$ cat src/rtl/proc_pkg.sv
`default_nettype none
// ============================================================================
// proc_pkg : shared owner encoding, tag entry and legality helpers for the
//            IF/MEM memory port arbiter.                            Rev 1.0
// ============================================================================
package proc_pkg;

    localparam int OWNER_W   = 1;
    localparam int VALID_W   = 1;
    localparam int DISCARD_W = 1;

    typedef logic [OWNER_W-1:0] owner_t;

    localparam owner_t OWN_IF = 1'b0;
    localparam owner_t OWN_DM = 1'b1;

    typedef struct packed {
        logic [VALID_W-1:0]   valid;
        owner_t               owner;
        logic [DISCARD_W-1:0] discard;
    } tag_t;

    typedef enum logic [0:0] {
        ST_IDLE = 1'b0,
        ST_WAIT = 1'b1
    } req_state_e;

    localparam int MEM_LAT_MIN    = 1;
    localparam int MEM_LAT_MAX    = 4;
    localparam int STARVE_MIN     = 1;
    localparam int STARVE_MAX_LIM = 15;

    // Out-of-range settings fall back to the nearest legal value.
    function automatic int legal_mem_lat(input int lat);
        if (lat < MEM_LAT_MIN) return MEM_LAT_MIN;
        if (lat > MEM_LAT_MAX) return MEM_LAT_MAX;
        return lat;
    endfunction

    function automatic int legal_starve(input int n);
        if (n < STARVE_MIN)     return STARVE_MIN;
        if (n > STARVE_MAX_LIM) return STARVE_MAX_LIM;
        return n;
    endfunction

    function automatic tag_t mark_discard(input tag_t t, input logic set);
        tag_t r;
        r = t;
        r.discard = t.discard | (set & t.valid & (t.owner == OWN_IF));
        return r;
    endfunction

endpackage
`default_nettype wire

$ cat src/rtl/mem_port_arbiter_if.sv
`default_nettype none
// ============================================================================
// mem_port_arbiter_if : IF-stage, MEM-stage and memory-side signal bundle.
//                                                                   Rev 1.0
// ============================================================================
interface mem_port_arbiter_if #(
    parameter int ADDR_W = 32,
    parameter int DATA_W = 32
);
    logic                  if_req_t;
    logic [ADDR_W-1:0]     if_addr_t;
    logic                  if_flush_t;
    logic [DATA_W-1:0]     if_rdata_t;
    logic                  if_valid_t;
    logic                  if_stall_t;

    logic                  dm_req_t;
    logic                  dm_we_t;
    logic [ADDR_W-1:0]     dm_addr_t;
    logic [DATA_W-1:0]     dm_wdata_t;
    logic [DATA_W/8-1:0]   dm_wstrb_t;
    logic [DATA_W-1:0]     dm_rdata_t;
    logic                  dm_valid_t;
    logic                  dm_stall_t;

    logic                  mem_en_t;
    logic                  mem_we_t;
    logic [ADDR_W-1:0]     mem_addr_t;
    logic [DATA_W-1:0]     mem_wdata_t;
    logic [DATA_W/8-1:0]   mem_wstrb_t;
    logic [DATA_W-1:0]     mem_rdata_t;

    modport slave (
        input  if_req_t, if_addr_t, if_flush_t,
        output if_rdata_t, if_valid_t, if_stall_t,
        input  dm_req_t, dm_we_t, dm_addr_t, dm_wdata_t, dm_wstrb_t,
        output dm_rdata_t, dm_valid_t, dm_stall_t,
        output mem_en_t, mem_we_t, mem_addr_t, mem_wdata_t, mem_wstrb_t,
        input  mem_rdata_t
    );

    modport master (
        output if_req_t, if_addr_t, if_flush_t,
        input  if_rdata_t, if_valid_t, if_stall_t,
        output dm_req_t, dm_we_t, dm_addr_t, dm_wdata_t, dm_wstrb_t,
        input  dm_rdata_t, dm_valid_t, dm_stall_t,
        input  mem_en_t, mem_we_t, mem_addr_t, mem_wdata_t, mem_wstrb_t,
        output mem_rdata_t
    );
endinterface
`default_nettype wire

$ cat src/rtl/mem_port_arbiter_tag_pipe.sv
`default_nettype none
// ============================================================================
// arb_tag_pipe : DEPTH-stage shift register of in-flight access tags; the
//                head lines up with the memory response slot.       Rev 1.0
// ============================================================================
module arb_tag_pipe
    import proc_pkg::*;
#(
    parameter int DEPTH = 2
) (
    input  wire logic   clk_i,
    input  wire logic   rst_i,
    input  wire logic   push_i,
    input  wire owner_t owner_i,
    input  wire logic   disc_set_i,
    output logic        head_valid_o,
    output owner_t      head_owner_o,
    output logic        head_discard_o
);

    // Entries enter one cycle after the grant, so a fetch flush is applied
    // both to the entry being pushed and to entries already in flight.
    for (genvar k = 0; k < DEPTH; k++) begin : g_stage
        tag_t tag_d;
        tag_t tag_q;

        if (k == 0) begin : g_first
            assign tag_d = mark_discard(tag_t'{valid: push_i, owner: owner_i, discard: 1'b0},
                                        disc_set_i);
        end else begin : g_next
            assign tag_d = mark_discard(g_stage[k-1].tag_q, disc_set_i);
        end

        always_ff @(posedge clk_i) begin
            if (rst_i) tag_q <= '0;
            else       tag_q <= tag_d;
        end
    end

    tag_t w_head;
    assign w_head         = mark_discard(g_stage[DEPTH-1].tag_q, disc_set_i);
    assign head_valid_o   = w_head.valid;
    assign head_owner_o   = w_head.owner;
    assign head_discard_o = w_head.discard;

endmodule
`default_nettype wire

$ cat src/rtl/mem_port_arbiter.sv
`default_nettype none
// ============================================================================
// mem_port_arbiter : shares one pipelined single-port memory between the IF
//                    and MEM stages with starvation guard and fetch flush.
//                                                                   Rev 1.0
// ============================================================================
module mem_port_arbiter
    import proc_pkg::*;
#(
    parameter int ADDR_W     = 32,
    parameter int DATA_W     = 32,
    parameter int MEM_LAT    = 2,
    parameter int STARVE_MAX = 4
) (
    input wire logic          clk_t,
    input wire logic          rst_t,
    mem_port_arbiter_if.slave bus
);

    localparam int         c_PIPE_DEPTH = legal_mem_lat(MEM_LAT);
    localparam logic [3:0] c_STARVE_LIM = 4'(legal_starve(STARVE_MAX));
    localparam int         c_STRB_W     = DATA_W / 8;

    req_state_e            if_st_q, dm_st_q;
    logic [3:0]            starve_q, starve_d;
    logic                  dm_we_q;
    logic                  mem_en_q, mem_we_q;
    owner_t                mem_own_q;
    logic [ADDR_W-1:0]     mem_addr_q, mem_addr_d;
    logic [DATA_W-1:0]     mem_wdata_q;
    logic [c_STRB_W-1:0]   mem_wstrb_q;

    logic   w_head_v, w_head_disc;
    owner_t w_head_own;
    logic   w_if_done, w_dm_done, w_if_free, w_dm_free;
    logic   w_if_elig, w_dm_elig, w_if_win, w_dm_win, w_disc_set;

    assign w_disc_set = bus.if_flush_t & (if_st_q == ST_WAIT);

    arb_tag_pipe #(
        .DEPTH (c_PIPE_DEPTH)
    ) u_tag_pipe (
        .clk_i          (clk_t),
        .rst_i          (rst_t),
        .push_i         (mem_en_q),
        .owner_i        (mem_own_q),
        .disc_set_i     (w_disc_set),
        .head_valid_o   (w_head_v),
        .head_owner_o   (w_head_own),
        .head_discard_o (w_head_disc)
    );

    assign w_if_done = w_head_v & (w_head_own == OWN_IF);
    assign w_dm_done = w_head_v & (w_head_own == OWN_DM);

    // A requester completing this cycle may be granted again immediately.
    assign w_if_free = (if_st_q == ST_IDLE) | w_if_done;
    assign w_dm_free = (dm_st_q == ST_IDLE) | w_dm_done;

    assign w_if_elig = bus.if_req_t & ~bus.if_flush_t & w_if_free;
    assign w_dm_elig = bus.dm_req_t & w_dm_free;
    assign w_if_win  = w_if_elig & (~w_dm_elig | (starve_q >= c_STARVE_LIM));
    assign w_dm_win  = w_dm_elig & ~w_if_win;

    always_comb begin
        starve_d = starve_q;
        if (!bus.if_req_t || w_if_win)
            starve_d = '0;
        else if (w_dm_win && w_if_free && (starve_q != 4'hF))
            starve_d = starve_q + 4'd1;
    end

    always_comb begin
        mem_addr_d = '0;
        if (w_dm_win)      mem_addr_d = bus.dm_addr_t;
        else if (w_if_win) mem_addr_d = bus.if_addr_t;
    end

    always_ff @(posedge clk_t) begin
        if (rst_t) begin
            if_st_q     <= ST_IDLE;
            dm_st_q     <= ST_IDLE;
            starve_q    <= '0;
            dm_we_q     <= 1'b0;
            mem_en_q    <= 1'b0;
            mem_we_q    <= 1'b0;
            mem_own_q   <= OWN_IF;
            mem_addr_q  <= '0;
            mem_wdata_q <= '0;
            mem_wstrb_q <= '0;
        end else begin
            if (w_if_win)       if_st_q <= ST_WAIT;
            else if (w_if_done) if_st_q <= ST_IDLE;

            if (w_dm_win) begin
                dm_st_q <= ST_WAIT;
                dm_we_q <= bus.dm_we_t;
            end else if (w_dm_done) begin
                dm_st_q <= ST_IDLE;
            end

            starve_q    <= starve_d;
            mem_en_q    <= w_if_win | w_dm_win;
            mem_we_q    <= w_dm_win & bus.dm_we_t;
            mem_own_q   <= w_dm_win ? OWN_DM : OWN_IF;
            mem_addr_q  <= mem_addr_d;
            mem_wdata_q <= (w_dm_win && bus.dm_we_t) ? bus.dm_wdata_t : '0;
            mem_wstrb_q <= (w_dm_win && bus.dm_we_t) ? bus.dm_wstrb_t : '0;
        end
    end

    assign bus.mem_en_t    = mem_en_q;
    assign bus.mem_we_t    = mem_we_q;
    assign bus.mem_addr_t  = mem_addr_q;
    assign bus.mem_wdata_t = mem_wdata_q;
    assign bus.mem_wstrb_t = mem_wstrb_q;

    assign bus.if_valid_t  = w_if_done & ~w_head_disc;
    assign bus.if_rdata_t  = bus.if_valid_t ? bus.mem_rdata_t : '0;
    assign bus.dm_valid_t  = w_dm_done;
    assign bus.dm_rdata_t  = (w_dm_done && !dm_we_q) ? bus.mem_rdata_t : '0;

    assign bus.if_stall_t  = bus.if_req_t & ~bus.if_valid_t;
    assign bus.dm_stall_t  = bus.dm_req_t & ~bus.dm_valid_t;

endmodule
`default_nettype wire

$ cat src/flat_wrapper.sv
// flat-port wrapper written by rule: the top's interface ports become plain ports
module mem_port_arbiter_flat import proc_pkg::*;
#(
    parameter int ADDR_W     = 32,
    parameter int DATA_W     = 32,
    parameter int MEM_LAT    = 2,
    parameter int STARVE_MAX = 4
)
  (clk_t, rst_t, bus_if_req_t, bus_if_addr_t, bus_if_flush_t, bus_if_rdata_t, bus_if_valid_t, bus_if_stall_t, bus_dm_req_t, bus_dm_we_t, bus_dm_addr_t, bus_dm_wdata_t, bus_dm_wstrb_t, bus_dm_rdata_t, bus_dm_valid_t, bus_dm_stall_t, bus_mem_en_t, bus_mem_we_t, bus_mem_addr_t, bus_mem_wdata_t, bus_mem_wstrb_t, bus_mem_rdata_t);
  mem_port_arbiter_if #(.ADDR_W(ADDR_W), .DATA_W(DATA_W)) bus_i ();
  input wire logic clk_t;
  input wire logic rst_t;
  input wire logic [$bits(bus_i.if_req_t)-1:0] bus_if_req_t;
  input wire logic [$bits(bus_i.if_addr_t)-1:0] bus_if_addr_t;
  input wire logic [$bits(bus_i.if_flush_t)-1:0] bus_if_flush_t;
  output wire logic [$bits(bus_i.if_rdata_t)-1:0] bus_if_rdata_t;
  output wire logic [$bits(bus_i.if_valid_t)-1:0] bus_if_valid_t;
  output wire logic [$bits(bus_i.if_stall_t)-1:0] bus_if_stall_t;
  input wire logic [$bits(bus_i.dm_req_t)-1:0] bus_dm_req_t;
  input wire logic [$bits(bus_i.dm_we_t)-1:0] bus_dm_we_t;
  input wire logic [$bits(bus_i.dm_addr_t)-1:0] bus_dm_addr_t;
  input wire logic [$bits(bus_i.dm_wdata_t)-1:0] bus_dm_wdata_t;
  input wire logic [$bits(bus_i.dm_wstrb_t)-1:0] bus_dm_wstrb_t;
  output wire logic [$bits(bus_i.dm_rdata_t)-1:0] bus_dm_rdata_t;
  output wire logic [$bits(bus_i.dm_valid_t)-1:0] bus_dm_valid_t;
  output wire logic [$bits(bus_i.dm_stall_t)-1:0] bus_dm_stall_t;
  output wire logic [$bits(bus_i.mem_en_t)-1:0] bus_mem_en_t;
  output wire logic [$bits(bus_i.mem_we_t)-1:0] bus_mem_we_t;
  output wire logic [$bits(bus_i.mem_addr_t)-1:0] bus_mem_addr_t;
  output wire logic [$bits(bus_i.mem_wdata_t)-1:0] bus_mem_wdata_t;
  output wire logic [$bits(bus_i.mem_wstrb_t)-1:0] bus_mem_wstrb_t;
  input wire logic [$bits(bus_i.mem_rdata_t)-1:0] bus_mem_rdata_t;
  assign bus_i.if_req_t = bus_if_req_t;
  assign bus_i.if_addr_t = bus_if_addr_t;
  assign bus_i.if_flush_t = bus_if_flush_t;
  assign bus_if_rdata_t = bus_i.if_rdata_t;
  assign bus_if_valid_t = bus_i.if_valid_t;
  assign bus_if_stall_t = bus_i.if_stall_t;
  assign bus_i.dm_req_t = bus_dm_req_t;
  assign bus_i.dm_we_t = bus_dm_we_t;
  assign bus_i.dm_addr_t = bus_dm_addr_t;
  assign bus_i.dm_wdata_t = bus_dm_wdata_t;
  assign bus_i.dm_wstrb_t = bus_dm_wstrb_t;
  assign bus_dm_rdata_t = bus_i.dm_rdata_t;
  assign bus_dm_valid_t = bus_i.dm_valid_t;
  assign bus_dm_stall_t = bus_i.dm_stall_t;
  assign bus_mem_en_t = bus_i.mem_en_t;
  assign bus_mem_we_t = bus_i.mem_we_t;
  assign bus_mem_addr_t = bus_i.mem_addr_t;
  assign bus_mem_wdata_t = bus_i.mem_wdata_t;
  assign bus_mem_wstrb_t = bus_i.mem_wstrb_t;
  assign bus_i.mem_rdata_t = bus_mem_rdata_t;
  mem_port_arbiter #(.ADDR_W(ADDR_W), .DATA_W(DATA_W), .MEM_LAT(MEM_LAT), .STARVE_MAX(STARVE_MAX)) u_core (.clk_t(clk_t), .rst_t(rst_t), .bus(bus_i));
endmodule
$ cat config.mk
export PLATFORM = sky130hd
export DESIGN_NAME = mem_port_arbiter_flat
export DESIGN_NICKNAME = d
export VERILOG_FILES = /design/src/rtl/proc_pkg.sv /design/src/rtl/mem_port_arbiter_if.sv /design/src/rtl/mem_port_arbiter_tag_pipe.sv /design/src/rtl/mem_port_arbiter.sv /design/src/flat_wrapper.sv
export SDC_FILE = /design/constraint.sdc
export NUM_CORES = 1
export LEC_CHECK = 0
export ABC_AREA = 1
export CORE_AREA = 2 2 108 110
export CTS_CLUSTER_DIAMETER = 50
export DETAILED_ROUTE_END_ITERATION = 8
export DIE_AREA = 0 0 110 112
export DONT_BUFFER_PORTS = 1
export PLACE_DENSITY = 0.52
export SKIP_LAST_GASP = 1
export SYNTH_ARGS = -nofsm -noshare
export SYNTH_HDL_FRONTEND = slang
export SYNTH_SLANG_ARGS = --single-unit
$ cat constraint.sdc
create_clock -name clk_t -period 1.7 [get_ports clk_t]
set_input_delay 0.255 -clock clk_t [delete_from_list [all_inputs] [get_ports clk_t]]
set_output_delay 0.255 -clock clk_t [all_outputs]
set_load 0.02 [all_outputs]
==> out/results.ini <==
[status]
status=finished, violations left
violations=negative setup slack

[sta]
rsz0062_at_grt=true
slew_violations=0
fmax_ghz=0.5770
tightest_slew_ns=0.4523
setup_ws_ns=-0.03321
relSlewSlack_pct=69.72
final-hold-violation-count=0
fin_crit_sh_pct=102.0
fin_hold_ws_ns=0.02603
setup_viol=17
period_needed_ns=1.733
fin_skew_ns=0.007249

[worst_setup_path]
cp_slowest_cell=dfxtp_2
startpoint=u_core.if_st_q
worstPathRequired_ns=1.44
cp_max_fo=8
worstSetupStartpointType=flop
r2r-start=u_core.u_tag_pipe.head_owner_o
endpoint_kind=primary output
cp_top_family=buffers and inverters
crit_type=flop to primary output
critPathMaxStageDelay_ns=0.33
cp_cell_sequence=nand2_2 -> inv_2 -> nor3_4 -> inv_4 -> clkbuf_16 -> nor2_1 -> buf_4
cp.arrival_ns=1.48
path_buf_inv=4

[synth]
ys_seq_elements=84
synth_mux_area_share_pct=0
seq_area_frac_synth_pct=52.48
synth_top_area_share_pct=52.48
synth_nets=579
syn-cell-area_um2=3204
yosys-top-cells-area=dfxtp_1 (52%), nor2_1 (11%), inv_1 (10%), nand2_1 (9.0%), nand3_1 (5.3%)
yosys_warnings=0
synth-compound-area-share_pct=2.577
synth_top_family_by_area=simple AND/OR/NAND/NOR gates
synth_largest_area_cell=dfxtp_1
synth_fa_ha_area_share_pct=0.3905
netlist_instances=440
synth_xor_area_share_pct=0
yosysUniqueCellTypes=24
synth-simple-area-share_pct=30.89
syn_area_per_cell_um2=7.283

[floorplan]
start_util_pct=28.68
num_rows=39
core_area_um2=11170
die_height_um=112
ios=276
die_area_um2=12320
dieWidth_um=110

[place]
postPlaceCellArea_um2=3897
gp_congestion=0.7280
place_inst=635
port_buffers=0
hpwl_um=7309

[global_route]
grt_max_degree=34
grt_pass1_vias=2760
antenna_found_initial=0
grt_pass1_wl_um=13700
grt_usage_pct=14.88
overflow=0

[clock_network]
clk_latency_ns=0.33
clockBufferDepth=2
cts.clk_slew.worst_paths_ns=0.06
h-tree-depth=3
clock_sinks=84
cts_tree=built
cts_root_buf=clkbuf_16
cts_buffers=9

[route]
vias_per_cell=4.412
drt_iter0_drc=96
drc_errors=0
drtPass1Iterations=5
wl_per_cell_um=14.80
routed_wirelength_um=9766
dr_total_vias=2912
final_antenna_net_count=0

[cells_and_area]
stdcell_area_um2=4492
drive_above_1_share_pct=29.40
area_growth_syn_to_layout_pct=40.18
final_common_cell=inv_1
final_cell_mix=inv_1 (84), dfxtp_1 (81), nand2_1 (75), nor2_1 (73), buf_4 (53)
instances_no_fill=660
fin_nets=651
fillers=1119
antenna_cells=0

[pwr]
leakage_nw=2.357
total_power_mw=4.319
ir_worst_vdd_uv=439.2
powerDensity_nw_per_um2=961.6

[worst_hold_path]
worstHoldStart=bus_dm_wdata_t[0]
min_path_type=primary input to flop

[run]
maxCapViolCount=0

==> Yosys cell counts <==
cell type / count
o21a_1: 1
buf_2: 5
or2_2: 1
nor4_1: 1
inv_2: 1
clkinv_1: 1
ha_1: 1
inv_1: 86
o211ai_1: 1
nor2_2: 18
buf_6: 3
a21oi_1: 6
a21oi_4: 1
clkbuf_1: 13
dfxtp_1: 84
nor2_4: 1
o21ai_0: 3
nor2_1: 94
nand2_1: 77
nor3_1: 2
nand4_1: 1
a31oi_1: 1
nand3_1: 34
nand2_2: 4
==> area by class of cell <==
cell class / count / area, um2 / area share [%]
Sequential cell: 84 / 1685 / 37.52
Inverter: 88 / 332.8 / 7.409
Clock buffer: 9 / 225.2 / 5.014
Timing Repair Buffer: 80 / 774.5 / 17.24
Multi-Input combinational cell: 249 / 1244 / 27.69
Tap cell: 143 / 178.9 / 3.983
Clock inverter: 7 / 51.30 / 1.142
==> final timing paths <==
kind / end / slack, ns / cells past startpoint
setup / recovery: bus_if_rdata_t[21] / -0.03 / 7
hold / removal: u_core.bus.mem_wdata_t[0] / 0.03 / 2
setup reg to reg: u_core.bus.mem_wstrb_t[0] / 0.24 / 9
hold reg to reg: u_core.u_tag_pipe.g_stage[0].tag_q[0] / 0.41 / 1
==> through the flow <==
stage | setup WS (ns) | util (%) | TNS, ns
2_1_floorplan | 0.05155 | - | 0
3_3_place_gp | 0.1143 | 34.88 | 0
3_5_place_dp | 0.1002 | 34.88 | 0
4_1_cts | -0.06326 | 38.06 | -0.9967
5_1_grt | -0.1246 | 40.20 | -2.947
6_report | -0.03321 | 40.20 | -0.2120
==> worst register-to-register path, cell delays in order, from the launching register on <==
cell and delay (ns):
dfxtp_2 0.33, inv_1 0.06, nand2_2 0.07, a21oi_1 0.21
nand2_2 0.12, nand2_2 0.12, nor2_4 0.06, nand2_2 0.12
buf_12 0.20, nor2_1 0.07
==> logic make-up (layout without fill, tap and decap cells) <==
logic type	Yosys count	count (layout)
AND/OR/NAND/NOR	233	235
AO/OA/AOI/OAI	13	13
buffers and inverters	109	184
flip-flops	84	84
adder cells (fa/ha/maj)	1	1
==> registers in the layout, indices dropped and copies added, names as in the netlist <==
signal	count
u_core.bus.mem_addr_t	32
u_core.bus.mem_en_t	1
u_core.bus.mem_wdata_t	32
u_core.bus.mem_we_t	1
u_core.bus.mem_wstrb_t	4
u_core.dm_st_q	1
u_core.dm_we_q	1
u_core.if_st_q	1
u_core.mem_own_q	1
u_core.starve_q	4
u_core.u_tag_pipe.g_stage.tag_q	4
u_core.u_tag_pipe.head_owner_o	1
u_core.u_tag_pipe.head_valid_o	1
==> where the power goes <==
part / switching, mW / total [mW] / internal [mW]
registers: 0.132 / 2.19 / 2.05
logic: 0.231 / 0.365 / 0.134
clock network: 0.776 / 1.77 / 0.993
total: 1.14 / 4.32 / 3.18
==> routing by layer <==
layer / wire, um / global-route usage, % / vias up
met4: 142 / 5.907 / 0
met3: 969 / 5.094 / 11
met2: 5309 / 28.30 / 183
met5: 0 / 0 / -
li1: - / - / 1425
met1: 3346 / 14.19 / 1293
==> timing repair <==
item,CTS,global route
hold endpoints to repair,8,0
resized for setup,10,56
pin swaps,3,4
cloned,2,2
buffers inserted,2,2
hold buffers,1,0
endpoints found under the setup margin,64,64
No activity file was read; power rests on OpenSTA's default activity.
